**config.mk**
```make
export PLATFORM = sky130hd
export DESIGN_NAME = div_unit
export DESIGN_NICKNAME = d
export VERILOG_FILES = /design/src/rtl/div_unit_pkg.sv /design/src/rtl/div_step.sv /design/src/rtl/div_unit.sv
export SDC_FILE = /design/constraint.sdc
export NUM_CORES = 1
export LEC_CHECK = 0
export ABC_AREA = 1
export BUFFER_PORTS_ARGS = -buffer_cell sky130_fd_sc_hd__buf_2
export CORE_MARGIN = 5
export CORE_UTILIZATION = 50
export DETAILED_ROUTE_END_ITERATION = 12
export GPL_TIMING_DRIVEN = 1
export PLACE_DENSITY = 0.77
export SYNTH_ARGS = -nofsm -noshare
export SYNTH_HDL_FRONTEND = slang
export SYNTH_SLANG_ARGS = --single-unit
```
**constraint.sdc**
```tcl
create_clock -name clk -period 11.85 [get_ports clk]
set_input_delay 1.7775 -clock clk [delete_from_list [all_inputs] [get_ports clk]]
set_output_delay 1.7775 -clock clk [all_outputs]
set_load 0.01 [all_outputs]
```
**src/rtl/div_unit_pkg.sv**
```systemverilog
// Shared types and helpers for the EX-stage divider (div_unit, div_step).
package div_unit_pkg;

  typedef enum logic [1:0] {
    DivFree   = 2'b00,
    DivByZero = 2'b01,
    DivOn     = 2'b10,
    DivEnd    = 2'b11
  } div_state_e;

  localparam logic DivResultReady    = 1'b1;
  localparam logic DivResultNotReady = 1'b0;
  localparam logic DivStart          = 1'b1;
  localparam logic DivStop           = 1'b0;

  function automatic logic [31:0] neg32(input logic [31:0] v);
    return ~v + 32'd1;
  endfunction

  function automatic logic [31:0] abs_if(input logic neg, input logic [31:0] v);
    return neg ? neg32(v) : v;
  endfunction

endpackage

```
**src/rtl/div_step.sv**
```systemverilog
// One restoring radix-2 division iteration on the {rem, quo} accumulator.
module div_step (
  input  logic [64:0] acc_in,
  input  logic [31:0] divisor,
  output logic [64:0] acc_out
);

  logic [65:0] shifted;
  logic [33:0] trial;

  // Trial is one bit wider than the remainder so its MSB is a clean sign bit.
  always_comb begin
    shifted = {acc_in, 1'b0};
    trial   = shifted[65:32] - {2'b00, divisor};
    if (!trial[33]) begin
      acc_out = {trial[32:0], shifted[31:1], 1'b1};
    end else begin
      acc_out = shifted[64:0];
    end
  end

endmodule

```
**src/rtl/div_unit.sv**
```systemverilog
// Multi-cycle 32-bit DIV/DIVU unit. Define DIV_ZERO_EARLY_OUT_EN to let
// divide-by-zero finish through the BYZERO shortcut instead of the 32-step loop.
module div_unit
  import div_unit_pkg::*;
(
  input  logic        clk,
  input  logic        rst,
  input  logic        div_start,
  input  logic        div_signed,
  input  logic [31:0] div_opdata1,
  input  logic [31:0] div_opdata2,
  input  logic        div_annul,
  output logic [63:0] div_result,
  output logic        div_ready,
  output logic        stallreq_for_div
);

  div_state_e  state, next_state;
  logic [5:0]  cnt;
  logic [64:0] acc;
  logic [31:0] divisor_mag;
  logic        sign_dividend;
  logic        sign_divisor;
  logic [64:0] step_out;
  logic [64:0] acc_final;
  logic        accept;

  assign accept           = div_start && !div_annul;
  assign stallreq_for_div = div_start & ~div_ready;

  div_step u_step (
    .acc_in  (acc),
    .divisor (divisor_mag),
    .acc_out (step_out)
  );

  // Last iteration folds in sign correction: quotient by sign mismatch, remainder follows dividend.
  always_comb begin
    acc_final = {1'b0,
                 abs_if(sign_dividend, step_out[63:32]),
                 abs_if(sign_dividend ^ sign_divisor, step_out[31:0])};
  end

  always_ff @(posedge clk or posedge rst) begin
    if (rst) begin
      state <= DivFree;
    end else begin
      state <= next_state;
    end
  end

  always_comb begin
    next_state = state;
    case (state)
      DivFree: begin
        if (accept) begin
`ifdef DIV_ZERO_EARLY_OUT_EN
          next_state = (div_opdata2 == 32'd0) ? DivByZero : DivOn;
`else
          next_state = DivOn;
`endif
        end else begin
          next_state = DivFree;
        end
      end
      DivByZero: begin
        next_state = div_annul ? DivFree : DivEnd;
      end
      DivOn: begin
        if (div_annul) begin
          next_state = DivFree;
        end else if (cnt == 6'd31) begin
          next_state = DivEnd;
        end else begin
          next_state = DivOn;
        end
      end
      DivEnd: begin
        if (div_annul || div_start == DivStop) begin
          next_state = DivFree;
        end else begin
          next_state = DivEnd;
        end
      end
      default: next_state = DivFree;
    endcase
  end

  always_ff @(posedge clk or posedge rst) begin
    if (rst) begin
      cnt           <= 6'd0;
      acc           <= 65'd0;
      divisor_mag   <= 32'd0;
      sign_dividend <= 1'b0;
      sign_divisor  <= 1'b0;
      div_result    <= 64'd0;
      div_ready     <= DivResultNotReady;
    end else begin
      case (state)
        DivFree: begin
          div_ready <= DivResultNotReady;
          if (accept) begin
            cnt           <= 6'd0;
            sign_dividend <= div_signed & div_opdata1[31];
            sign_divisor  <= div_signed & div_opdata2[31];
            acc           <= {33'd0, abs_if(div_signed & div_opdata1[31], div_opdata1)};
            divisor_mag   <= abs_if(div_signed & div_opdata2[31], div_opdata2);
          end
        end
        DivByZero: begin
          div_ready <= DivResultNotReady;
`ifdef DIV_ZERO_EARLY_OUT_EN
          // acc[31:0] still holds |dividend|; restore its sign for the remainder.
          if (!div_annul) begin
            acc <= {1'b0, abs_if(sign_dividend, acc[31:0]),
                    sign_dividend ? 32'h0000_0001 : 32'hFFFF_FFFF};
          end
`endif
        end
        DivOn: begin
          div_ready <= DivResultNotReady;
          if (!div_annul) begin
            acc <= (cnt == 6'd31) ? acc_final : step_out;
            cnt <= cnt + 6'd1;
          end
        end
        DivEnd: begin
          if (!div_annul && div_start == DivStart) begin
            div_result <= acc[63:0];
            div_ready  <= DivResultReady;
          end else begin
            div_ready  <= DivResultNotReady;
          end
        end
        default: div_ready <= DivResultNotReady;
      endcase
    end
  end

endmodule

```
# [Word-level counts from Yosys, hierarchy flattened]
# Cells that the tools add are included.
[word_totals] elab_cells=59 out_inout_bits=66 in_bits=69 ff_bits=172
[op_classes] add_sub_neg=6 n_eq_ne=6 bitwise=10 reduce_logical=9 n_mux=20
[op_table] cell="65-bit two-way mux" n=4
[op_table] cell="65-bit one-hot mux with 2 select lines" n=1
[op_table] cell="32-bit by 1-bit adder with 32-bit output (second input constant)" n=4
[op_table] cell="32-bit two-way mux" n=4
[op_table] cell="32-bit NOT" n=4
[op_table] cell="34-bit by 32-bit subtractor with 34-bit output" n=1
[op_table] cell="6-bit two-way mux" n=2
[op_table] cell="6-bit one-hot mux with 2 select lines" n=1
[op_table] cell="2-bit two-way mux" n=4
[op_table] cell="2-bit one-hot mux with 4 select lines" n=1
[op_table] cell="6-bit by 1-bit adder with 6-bit output (second input constant)" n=1
[op_table] cell="6-bit by 5-bit equality test with 1-bit output (second input constant)" n=1
[op_table] cell="2-bit equality test (second input constant)" n=2
[op_table] cell="2-bit inequality test (second input constant)" n=2
[op_table] cell="2-bit AND reduction" n=2
[op_table] cell="1-bit bitwise AND" n=3
[op_table] cell="3-bit AND reduction" n=1
[op_table] cell="3-bit OR reduction" n=1
[op_table] cell="2-bit by 1-bit equality test with 1-bit output (second input constant)" n=1
[op_table] cell="2-bit logical NOT" n=1
[op_table] cell="1-bit two-way mux" n=2
[op_table] cell="1-bit NOT" n=2
[op_table] cell="1-bit one-hot mux with 2 select lines" n=1
[op_table] cell="2-bit nonzero test" n=1
[op_table] cell="other kinds (4)" n=4

# [Longest topological paths before layout]
# Gate-level depths: netlist (run 1).
[logic_depth] ltp_word=8 ltp_mapped=36

# [Modules after synthesis]
# A second synthesis (run 1) with hierarchy kept.
[hier_totals] cells_unflattened=2289 hier_area_um2=14461.4
[modules_own_cells] module="div_unit" cells_each=1537 area_per_inst_um2=10367.4 instances=1 seq_area_each_um2=4304.1
[modules_own_cells] module="div_step" cells_each=752 area_per_inst_um2=4093.9 instances=1 seq_area_each_um2=0.0

# [Least setup slack after synthesis (run 1)]
# No wires, ideal clock.
[synth_path] path_kind="in2reg" from="input div_opdata2[1]" to="register divisor_mag[30]" t_arrival_ps=3716 setup_ps=130 slack_ps=8004 cell_stages=15 t_required_ps=11720 cell_sequence="inv_1 -> ha_1 -> nand3_1 -> nor3_1 -> nand4_1 -> nand3b_1 -> nor2_1 -> nand4_1 -> nor2_1 -> nand3_1 -> nand2_1 -> nand2_1 -> or2_2 -> nand3_1 -> o21ai_0"
[synth_via] elab_chain_len=3
[synth_rtl] item="from (decl)" line="div_unit.sv:11" source="input logic [31:0] div_opdata2,"
[synth_rtl] item="32-bit NOT" line="div_unit_pkg.sv:17" source="return ~v + 32'd1;"
[synth_rtl] item="32-bit by 1-bit adder with 32-bit output" line="div_unit_pkg.sv:17"
[synth_rtl] item="32-bit two-way mux" line="div_unit_pkg.sv:21" source="return neg ? neg32(v) : v;"
[synth_rtl] item="to (signal assigned)" line="div_unit.sv:107" source="divisor_mag <= abs_if(div_signed & div_opdata2[31], div_opdata2);"
[synth_rtl] item="to (decl)" line="div_unit.sv:21" source="logic [31:0] divisor_mag;"
# Every way passes these cells.
# A chain may end at the register's enable or synchronous reset.

# [Final worst setup path (run 1)]
[layout_path] from="register acc[51]" to="register acc[22]"
[layout_via] elab_chain_len=8
[layout_rtl] item="from (decl)" line="div_unit.sv:20" source="logic [64:0] acc;"
[layout_rtl] item="from (signal assigned)" line="div_unit.sv:106" source="acc <= {33'd0, abs_if(div_signed & div_opdata1[31], div_opdata1)};"
[layout_rtl] item="from (signal assigned)" line="div_unit.sv:123" source="acc <= (cnt == 6'd31) ? acc_final : step_out;"
[layout_rtl] item="34-bit by 32-bit subtractor with 34-bit output" line="div_step.sv:14" source="trial = shifted[65:32] - {2'b00, divisor};"
[layout_rtl] item="65-bit two-way mux" line="div_step.sv:15" source="if (!trial[33]) begin"
[layout_rtl] item="32-bit NOT" line="div_unit_pkg.sv:17"
[layout_rtl] item="32-bit by 1-bit adder with 32-bit output" line="div_unit_pkg.sv:17"
[layout_rtl] item="32-bit two-way mux" line="div_unit_pkg.sv:21"
[layout_rtl] item="65-bit two-way mux" line="div_unit.sv:123"
[layout_rtl] item="65-bit two-way mux" line="div_unit.sv:122" source="if (!div_annul) begin"
[layout_rtl] item="65-bit one-hot mux with 2 select lines" line="div_unit.sv:99" source="case (state)"
# Every way passes these cells. The select of a mux whose other input is x is not followed.

==> impl_results.md, run 1 <==
- Net count, final: 2278
- Largest stage delay on the critical path: approximately 0.44 ns
- Flop pwr share: 20.6%
- Final Cell Area: 14700 um2
- Asr flop ratio synth: 100%
- Simple-gate portion of the synthesized area: 37.2%
- Critical Path AT: 5.18 ns
- Clock Skew: 0.0128 ns
- Largest family of logic cells by synthesized area: simple AND/OR/NAND/NOR gates
- Combinational share of power: 64.1%
- Syn Nets: 2183
- # clock sinks: 172
- Synthesized flop and latch total: 172
- Vias in the first global route: between 10000 and 15000
- GPL Wtd Cong: around 1.0
- Critical Path End Type: register
- Full die area: 29900 um2
- First-pass GRT wire length: about 66 mm
- Inserted Diodes: 0
- Setup TNS: 0 ns
- Synth-to-Final Area Change: 11.3%
- Vias: about 14000
- Final Max Slew Viols: 0
- IO Port Bufs: 134
- Top_reg_cell synth: dfrtp_1
- CTS tree: yes
- Post-Synth Adder-Cell Area: 3.64%
- FF+latch area: between 4000 and 5000 um2
- Initial antenna violation count: 1
- Post-Syn Area per Cell: 6.38 um2
- ANT nets after route: 0
- Fin crit period: 4.84 ns
- Cells after Synth: about 2100
- Die Wd: about 170 um
- Max-Cap Viols: 0
- Relative slew slack: 23.1%
- Core ar.: 26100 um2
- Min-delay worst type: register to register
- Placed Area: 14100 um2
- Hold Buf Count CTS: 0
- Initial drt markers: a little under 2000
- Switching pwr: 2.15 mW
- Seq/Total Area, Yosys: 32.5%
- CTS buffer count: 17
- Clock Path Buffers: 2
- Worst-Skew Late Latency: 0.45 ns
- Maximum clock rate: just over 200 MHz
- Cell Int Power: 1.80 mW
- Die extent in y: 173 um
- Most used cell, CP: nand2_1
- Detail Placement HPWL: 30.3 mm
- Drt drc: 0
- Filler cells: 2531
- WL/cell: 16.2 um
- Synth Warn #: 0
- Overflow left after global routing: 0
- Multi-input logic area: roughly 7600 um2
- Io pins: 135
- Power Dens Cells: 268 nW/um2
- Crit path kind: register to register
- DR pass1 iterations: 7
- Floorplan row count: 59
- Count of final setup violators: 0
- VDD IR max: 179 uV
- Crit Path Max Fanout: 30
- Mux cell area share after synthesis: 0%
- Clock group share of total power: around 15%
- Vias/cell: ~5.6
- Critical-path top delay cell: dfrtp_1
- Fin. Hold Viols: 0
- Clk root buf: clkbuf_16
- Crit share post-route: 40.9%
- Startpoint types: register
- Synth Area in XOR/XNOR: under 10%
- RSZ-0062 raised after global routing: false
- Synthesized cell area: between 10000 and 15000 um2
- Worst Max-Slew Pin Slew: 1.15 ns
- CTS H-tree lvls: 4
- CP required: 12.19 ns
- Final wirelength: 40.8 mm
- Worst-path clk slew: around 0.080 ns
- # Post-CTS Setup Buffers: 0
- Global-route usage over all layers: 26.5%
- Layout cell share with drive strength beyond 1: 10.7%
- Post-synthesis cell type count: between 40 and 50
- Largest net degree at the start of global routing: roughly 120
- Compound-cell area share of the yosys netlist: 13.3%
- Cts repair resizes: 0
- Post-synth EDFFs: 0
- Pleak: 7.95 nW
- Sw Share: 54.5%
- Status: finished, final reports clean
- Starting Density: 50.9%
critical path: cells and delay by family (launching register included):
| kind | cells | cell delay (ns) |
|---|---|---|
| simple gates | 18 | 2.68 |
| buf+inv | 4 | 0.29 |
| fa+ha+maj | 2 | 0.64 |
| compound gates | 4 | 0.69 |
| flops | 1 | 0.44 |
cell families after synthesis:
family,after synthesis
AOI/OAI and AO/OA,321
DFF,172
adders and majority gates,38
xor gates and xnor gates,48
buffers and inverters,341
and+or+nand+nor,1156
final timing paths:
| path | start | endpoint | slack, ns | cells after the start |
|---|---|---|---|---|
| worst max-delay path | acc[51]$_DFFE_PP0P_ | acc[22]$_DFFE_PP0P_ | 7.01 | 28 |
| worst min-delay path | div_result[40]$_DFFE_PP0P_ | div_result[40]$_DFFE_PP0P_ | 0.48 | 2 |
| worst max register to register | acc[51]$_DFFE_PP0P_ | acc[22]$_DFFE_PP0P_ | 7.01 | 28 |
| worst min register to register | div_result[40]$_DFFE_PP0P_ | div_result[40]$_DFFE_PP0P_ | 0.48 | 2 |
| max in group asynchronous | rst | acc[14]$_DFFE_PP0P_ | 8.75 | 3 |
| min in group asynchronous | rst | div_result[47]$_DFFE_PP0P_ | 1.55 | 2 |
area by class of cell:
type,instances,area share [%]
Multi-Input combinational cell,1563,51.8
Sequential cell,172,29.2
Tap cell,335,2.84
Clock inverter,12,1.06
Inverter,276,7.06
Timing Repair Buffer,141,4.90
Clock buffer,20,3.16
per-layer routing:
| metal | up-vias | routed length (um) | GRT usage, % |
|---|---|---|---|
| met5 | - | 0 | 0 |
| met4 | 0 | 867 | 6.88 |
| met3 | 63 | 4070 | 5.26 |
| met2 | 761 | 17600 | 40.1 |
| met1 | 6309 | 18300 | 39.0 |
| li1 | 6859 | - | - |
synth_stat cells (6+ instances only):
cell / count / share of area, %
nand2_1: 665 / 19
inv_1: 267 / 7.6
nor2_1: 200 / 5.7
nand3_1: 175 / 6.6
dfrtp_1: 172 / 32
o21ai_0: 162 / 6.1
a21oi_1: 74 / 2.8
clkbuf_1: 43 / 1.2
ha_1: 37 / 3.5
xor2_1: 37 / 2.4
nor3_1: 24 / 0.91
a31oi_1: 20 / 0.94
nand4_1: 19 / 0.90
nand2_2: 16 / 0.76
nand3b_1: 15 / 0.85
a22oi_1: 14 / 0.79
o22ai_1: 14 / 0.66
xnor2_1: 11 / 0.73
nor4_1: 10 / 0.47
o21ai_1: 10 / 0.38
o21bai_1: 8 / 0.45
buf_2: 7 / 0.26
nor2_2: 7 / 0.33
nand2_4: 6 / 0.51
sequential cells by signal, summed over array words and instances (netlist names):
register       count
state              2
div_ready          1
sign_dividend      1
div_result        64
cnt                6
divisor_mag       32
sign_divisor       1
acc               65
power groups by stage:
| stage | Combinational [mW] | Sequential (mW) | Clock, mW |
|---|---|---|---|
| global route | 2.81 | 0.827 | 0.635 |
| CTS | 2.44 | 0.810 | 0.606 |
| finish | 2.53 | 0.815 | 0.604 |
| floorplan | 1.93 | 0.781 | 0 |
| global placement | 2.40 | 0.812 | 0 |
| detailed placement | 2.42 | 0.820 | 0 |
placed cells by master (no fill, tap or decap), types with 3 or more instances in the layout:
cell type and instances:
a21o_1 4, buf_2 134, nor3_2 4, nand3b_1 15, nor2_2 9, clkbuf_8 3
inv_2 4, nand4_1 19, ha_1 37, a21oi_1 74, o21ai_0 162, nor2_1 197
dfrtp_1 172, inv_1 266, buf_4 7, o21ai_1 10, xor2_1 37, nand2_4 6
o31ai_1 3, nand2_2 16, clkinv_4 5, or2_2 5, nand2_1 665, nor3_1 24
a31oi_1 20, a22oi_1 14, o21bai_1 8, o22ai_1 14, a21oi_2 3, nand3_4 3
nand3_1 173, clkinv_1 5, o211ai_1 5, clkbuf_16 17, nand3_2 4, xnor2_1 11
nor4_1 10
stage by stage:
stage	hold WS [ns]	worst slack [ns]	power [mW]	std cells	util, %
2_1_floorplan	0.449	5.41	2.71	2076	-
3_3_place_gp	0.460	7.16	3.21	2487	54.2
6_report	0.481	7.01	3.95	2519	56.6
5_1_grt	0.490	6.54	4.28	2519	56.6
4_1_cts	0.485	7.21	3.86	2519	56.6
3_5_place_dp	0.461	7.14	3.24	2487	54.2
Note: power is estimated with default switching activity, not from simulation.
==> run 2: changes to the inputs <==
--- a/config.mk
+++ b/config.mk
@@ -11,7 +11,7 @@
 export CORE_UTILIZATION = 50
 export DETAILED_ROUTE_END_ITERATION = 12
 export GPL_TIMING_DRIVEN = 1
-export PLACE_DENSITY = 0.77
+export PLACE_DENSITY = 0.8
 export SYNTH_ARGS = -nofsm -noshare
 export SYNTH_HDL_FRONTEND = slang
 export SYNTH_SLANG_ARGS = --single-unit
==> constraint.sdc (replaced) <==
create_clock -name clk -period 4 [get_ports clk]
set_input_delay 0.6 -clock clk [delete_from_list [all_inputs] [get_ports clk]]
set_output_delay 0.6 -clock clk [all_outputs]
set_load 0.01 [all_outputs]
==> run 2 against run 1 <==
Effect of this change:
- die area unchanged
- register-to-register slack got worse by 6.8 ns
- via count is 0.84% higher
- utilization grew 3.2 points
- critical endpoint unchanged
- largest cell class unchanged
- largest power group unchanged
- highest routed layer unchanged
==> impl_results.md, run 2 (synthesis results as in run 1) <==
- Status: finished, final reports clean
- Switching pwr: 6.83 mW (+220%)
- Max-Cap Viols: 0 (unchanged)
- IO Port Bufs: 134 (unchanged)
- Reg-to-Reg End: acc[22]$_DFFE_PP0P_
- Largest regs: acc: 65 flops, div_result: 64 flops, divisor_mag: 32 flops
- Drt drc: 0 (unchanged)
- Clk root buf: clkbuf_16
- CP Launch Point: acc[50]$_DFFE_PP0P_
- Min-delay worst type: input port to asynchronous set/reset pin
- Worst-path clk slew: 0.08 ns (about the same)
- Largest net degree at the start of global routing: 107 (-12%)
- Relative slew slack: 47.5% (+24 points)
- Count of final setup violators: 0 (unchanged)
- Clock Path Buffers: 2 (unchanged)
- # clock sinks: 172 (unchanged)
- WL/cell: 16.6 um (+2.6%)
- Critical-path top delay cell: dfrtp_2
- Vias: 14110 (+0.84%)
- Full die area: 29900 um2 (unchanged)
- Synth-to-Final Area Change: 17.6%
- Final Cell Area: 15600 um2 (+5.7%)
- Combinational share of power: 67.1% (+3.0 points)
- Critical Path End Type: register
- Post-placement setup slack: 0.0969 ns (-7.04 ns)
- Worst-Skew Late Latency: 0.44 ns (about the same)
- Final Max Slew Viols: 0 (unchanged)
- Hold Buf Count CTS: 0 (unchanged)
- Flop pwr share: 19.6% (-1.0 points)
- CTS buffer count: 17 (unchanged)
- Fin. Hold Viols: 0 (unchanged)
- First-pass GRT wire length: 66.2 mm (about the same)
- VDD IR max: 471 uV (+160%)
- Largest stage delay on the critical path: 0.44 ns (about the same)
- ANT nets after route: 0 (unchanged)
- Die Wd: 173 um (unchanged)
- Die extent in y: 173 um (unchanged)
- Layout cell share with drive strength beyond 1: 16.2% (+5.5 points)
- Crit path kind: register to register
- Net count, final: 2322 (+1.9%)
- Starting Density: 50.9% (unchanged)
- Clock Skew: 0.0147 ns (+0.00191 ns)
- Maximum clock rate: 265 MHz (+28%)
- Critical Path AT: 4.11 ns (-1.07 ns)
- Initial drt markers: 1767 (-11%)
- Crit share post-route: 94.4% (+54 points)
- Overflow left after global routing: 0 (unchanged)
- Fin crit period: 3.78 ns (-1.07 ns)
- Final wirelength: 42.6 mm (+4.4%)
- R2R depth: 30 (+7.1%)
- Most frequent cells in the layout: 648 x nand2_1, 256 x inv_1, 193 x nor2_1
- Final Instance Count excl. Fillers: 2563 (+1.7%)
- Initial antenna violation count: 0 (-1)
- CP required: 4.33 ns (-7.86 ns)
- Setup ws final: 0.223 ns (-6.78 ns)
- Clock group share of total power: 13.3% (-2.0 points)
- Max FFs per register: 65 (unchanged)
- CTS H-tree lvls: 4 (unchanged)
- Vias/cell: 5.51 (-0.89%)
- Vias in the first global route: 12728 (-1.2%)
- Detail Placement HPWL: 31.9 mm (+5.1%)
- Inserted Diodes: 0 (unchanged)
- Most common cell after layout, fill and taps aside: nand2_1
- DR pass1 iterations: 6 (-1)
- Placed Instances: 2508 (+0.84%)
- GPL Wtd Cong: 0.974 (-5.3%)
- Worst r2r src: acc[50]$_DFFE_PP0P_
- Crit Path Max Fanout: 6 (-80%)
- Placed Area: 14300 um2 (+1.3%)
- Setup slack, reg-to-reg: 0.22 ns (-6.78 ns)
- Global-route usage over all layers: 26.7% (+0.20 points)
- Io pins: 135 (unchanged)
- Startpoint types: register
- Floorplan row count: 59 (unchanged)
- Power Dens Cells: 806 nW/um2 (+200%)
- Worst Max-Slew Pin Slew: 0.787 ns (-0.367 ns)
- Core ar.: 26100 um2 (unchanged)
- CTS tree: yes
- Cell Int Power: 5.73 mW (+220%)
- Largest reg by FF count: acc
- Sw Share: 54.4% (-0.12 points)
- Pleak: 8.13 nW (+2.3%)
- Worst hold margin: 0.203 ns (-0.278 ns)
- Most used cell, CP: nand2_1
==> run 2: cell count changes in the layout (fill, tap and decap cells not counted), sizes merged <==
cell,before,now
bufinv,2,0
clkbuf,20,17
clkinv,12,10
inv,274,279
buf,141,185
clkinvlp,0,2
==> run 2: worst max path at each step <==
stage | to | slack [ns] | cells past startpoint
floorplan | acc[22]$_DFFE_PP0P_ | 0.25 | 30
global placement | acc[22]$_DFFE_PP0P_ | 0.20 | 29
detailed placement | acc[22]$_DFFE_PP0P_ | 0.1 | 29
CTS | acc[22]$_DFFE_PP0P_ | 0.09 | 29
global route | acc[22]$_DFFE_PP0P_ | -0.06 | 32
finish | acc[22]$_DFFE_PP0P_ | 0.22 | 30
==> run 2: layer usage <==
metal,GRT usage [%],wire length (um),vias to the layer above
met3,4.15,3450,67
met4,7.53,920,0
li1,-,-,6949
met5,0,0,-
met1,39.8,19700,6472
met2,40.3,18500,622
==> run 2: power by group through the flow <==
stage	Combinational, mW	Sequential [mW]	Clock [mW]
detailed placement	7.47	2.42	0
finish	8.42	2.46	1.67
floorplan	5.71	2.31	0
global route	9.26	2.50	1.76
global placement	7.42	2.39	0
CTS	7.52	2.38	1.69
==> run 2: layout make-up <==
cell class	count	area, um2
well taps	335	419
clock buffers	17	425
repair buffers	185	1080
fillers	2458	10500
inverters	276	1040
clock inverters	15	148
flip-flops and latches	172	4320
multi-input cells	1563	8160
==> run 2: worst max-delay path: cells and delay by family, from the launching register on <==
kind            cells  cell delay [ns]
compound gates      3             0.41
simple gates       20             2.08
flops               1             0.44
fa+ha+maj           2             0.40
buf+inv             5             0.32
==> run 2: what timing repair did <==
item | in CTS | in global routing
endpoints found under the setup margin | 0 | 6
buffers inserted | 0 | 23
gates resized for setup | 0 | 108
==> run 2: through the flow <==
step	utilization (%)	setup TNS (ns)	total power, mW
after global routing	59.8	-0.0565	13.5
after CTS	57.1	0	11.6
after detailed placement	54.9	0	9.89
after floorplan	-	0	8.02
after global placement	54.9	0	9.81
final	59.8	0	12.6
==> run 3: changes to the inputs <==
--- a/config.mk
+++ b/config.mk
@@ -7,11 +7,13 @@
 export LEC_CHECK = 0
 export ABC_AREA = 1
 export BUFFER_PORTS_ARGS = -buffer_cell sky130_fd_sc_hd__buf_2
+export CELL_PAD_IN_SITES_DETAIL_PLACEMENT = 0
+export CELL_PAD_IN_SITES_GLOBAL_PLACEMENT = 1
 export CORE_MARGIN = 5
-export CORE_UTILIZATION = 50
+export CORE_UTILIZATION = 39
 export DETAILED_ROUTE_END_ITERATION = 12
 export GPL_TIMING_DRIVEN = 1
-export PLACE_DENSITY = 0.8
+export PLACE_DENSITY = 0.86
 export SYNTH_ARGS = -nofsm -noshare
 export SYNTH_HDL_FRONTEND = slang
 export SYNTH_SLANG_ARGS = --single-unit
==> run 3 against run 2 <==
Effect of this change:
- die area rose by 26%
- first-iteration DRC count fell by 32%
- non-clock buffer count grew 22
- critical path type unchanged
- highest routed layer unchanged
- clock-buffer cell count did not move
- global-route usage shrank 2.8 points
- cell count rose by 5.3%
- fmax up 2.1%
- sequential power about the same
==> impl_results.md, run 3 (synthesis results as in run 1) <==
- Critical path depth: 33 (+10%)
- Most used cell, CP: nand2_1
- Die Wd: 194 um (+12%)
- Max-Cap Viols: 0 (unchanged)
- Placed Instances: 2639 (+5.2%)
- Crit Path Max Fanout: 4 (-2)
- First-pass GRT wire length: 72.3 mm (+9.2%)
- # clock sinks: 172 (unchanged)
- CTS buffer count: 17 (unchanged)
- Fin. Hold Viols: 0 (unchanged)
- Io pins: 135 (unchanged)
- Min-delay worst type: input port to asynchronous set/reset pin
- R2R depth: 33 (+10%)
- Final Cell Area: 15800 um2 (+1.6%)
- Critical-path top delay cell: dfrtp_1
- Initial antenna violation count: 0 (unchanged)
- Post-placement setup slack: 0.178 ns (+0.0812 ns)
- CTS tree: yes
- Delay-heaviest family, CP: simple AND/OR/NAND/NOR gates
- Worst hold margin: 0.0729 ns (-0.130 ns)
- DR pass1 iterations: 5 (-1)
- Layout cell share with drive strength beyond 1: 17.0% (+0.86 points)
- Critical Path End: acc[22]$_DFFE_PP0P_
- Vias/cell: 5.20 (-5.5%)
- Worst-Skew Late Latency: 0.48 ns (+0.04 ns)
- Initial drt markers: 1195 (-32%)
- Final Instance Count excl. Fillers: 2698 (+5.3%)
- Global-route usage over all layers: 24.0% (-2.8 points)
- CTS H-tree lvls: 4 (unchanged)
- Critical Path AT: 4.06 ns (-0.05 ns)
- Net count, final: 2344 (+0.95%)
- Final wirelength: 46.9 mm (+10%)
- Maximum clock rate: 270 MHz (+2.1%)
- Setup TNS: 0 ns (unchanged)
- CP Launch Point: acc[39]$_DFFE_PP0P_
- Vias in the first global route: 12804 (+0.60%)
- WL/cell: 17.4 um (+4.6%)
- GPL Wtd Cong: 0.938 (-3.6%)
- Synth-to-Final Area Change: 19.6%
- Detail Placement HPWL: 36.5 mm (+14%)
- Setup slack, reg-to-reg: 0.30 ns (+0.08 ns)
- Hold Buf Count CTS: 0 (unchanged)
- Count of final setup violators: 0 (unchanged)
- Core ar.: 33500 um2 (+29%)
- CP required: 4.36 ns (+0.03 ns)
- Pleak: 8.24 nW (+1.3%)
- Starting Density: 39.5% (-11 points)
- Overflow left after global routing: 0 (unchanged)
- Crit path kind: register to register
- Final Max Slew Viols: 0 (unchanged)
- Floorplan row count: 67 (+14%)
- Clock Skew: 0.0145 ns (-0.000162 ns)
- Most frequent cells in the layout: 645 x nand2_1, 251 x inv_1, 193 x nor2_1
- Max FFs per register: 65 (unchanged)
- Worst r2r src: acc[39]$_DFFE_PP0P_
- Most common cell after layout, fill and taps aside: nand2_1
- Clk root buf: clkbuf_16
- Worst-path clk slew: 0.08 ns (about the same)
- Buf/Inv on CP: 6 (+1)
- Critical Path End Type: register
- Full die area: 37800 um2 (+26%)
- Status: finished, final reports clean
- Fin crit period: 3.70 ns (-0.0777 ns)
- Largest stage delay on the critical path: 0.43 ns (about the same)
- Largest regs: acc: 65 flops, div_result: 64 flops, divisor_mag: 32 flops
- Crit share post-route: 92.5% (-1.9 points)
- IO Port Bufs: 134 (unchanged)
- Die extent in y: 194 um (+12%)
- Startpoint types: register
- Reg-to-Reg End: acc[22]$_DFFE_PP0P_
- ANT nets after route: 0 (unchanged)
- Clock Path Buffers: 2 (unchanged)
- Drt drc: 0 (unchanged)
- Setup ws final: 0.301 ns (+0.0777 ns)
- Largest net degree at the start of global routing: 100 (-6.5%)
- Inserted Diodes: 0 (unchanged)
- Power Dens Cells: 797 nW/um2 (-1.1%)
- Largest reg by FF count: acc
- Relative slew slack: 40.5% (-7.0 points)
- VDD IR max: 506 uV (+7.4%)
- Total power: 12.6 mW (+0.52%)
- Vias: 14041 (-0.49%)
- Fin util: 47.3% (-13 points)
- Placed Area: 14600 um2 (+1.8%)
- Worst Max-Slew Pin Slew: 0.893 ns (+0.106 ns)
## run 3: changes by cell type in the layout (fill, tap and decap cells not counted), moves of 3 or more
cell and change:
buf_4 +23, inv_1 -5, inv_2 +5, ha_1 +3
ha_4 -3, nand2_1 -3, nand2_4 +3
## run 3: worst min path at each step
stage | to | slack, ns | cells after the start
after floorplan | acc[31]$_DFFE_PP0P_ | 0.45 | 2
after global routing | div_result[25]$_DFFE_PP0P_ | 0.08 | 2
after detailed placement | div_result[60]$_DFFE_PP0P_ | 0.46 | 2
after global placement | div_result[37]$_DFFE_PP0P_ | 0.46 | 2
final | div_result[25]$_DFFE_PP0P_ | 0.07 | 2
after CTS | div_result[25]$_DFFE_PP0P_ | 0.06 | 2
## run 3: metal layers
metal / GRT usage (%) / wire length [um]
met1: 35.6 / 22500
met2: 36.1 / 20400
met3: 3.43 / 2740
met4: 7.34 / 1180
met5: 0 / 0
## run 3: power by group
group	total (mW)	internal (mW)	switching, mW
logic	8.51	2.89	5.62
clock network	1.69	0.830	0.858
registers	2.43	2.08	0.351
## run 3: cell type report
type	instances	area (um2)
Fill cell	3554	17700
Sequential cell	172	4320
Tap cell	448	561
Inverter	276	1040
Clock inverter	15	149
Multi-Input combinational cell	1563	8120
Clock buffer	17	425
Timing Repair Buffer	207	1230
## run 3: what timing repair did
item,4_1_cts,5_1_grt
setup buffers,0,27
endpoints found under the hold margin,0,0
gates resized for setup,0,101
setup endpoints to repair,0,10
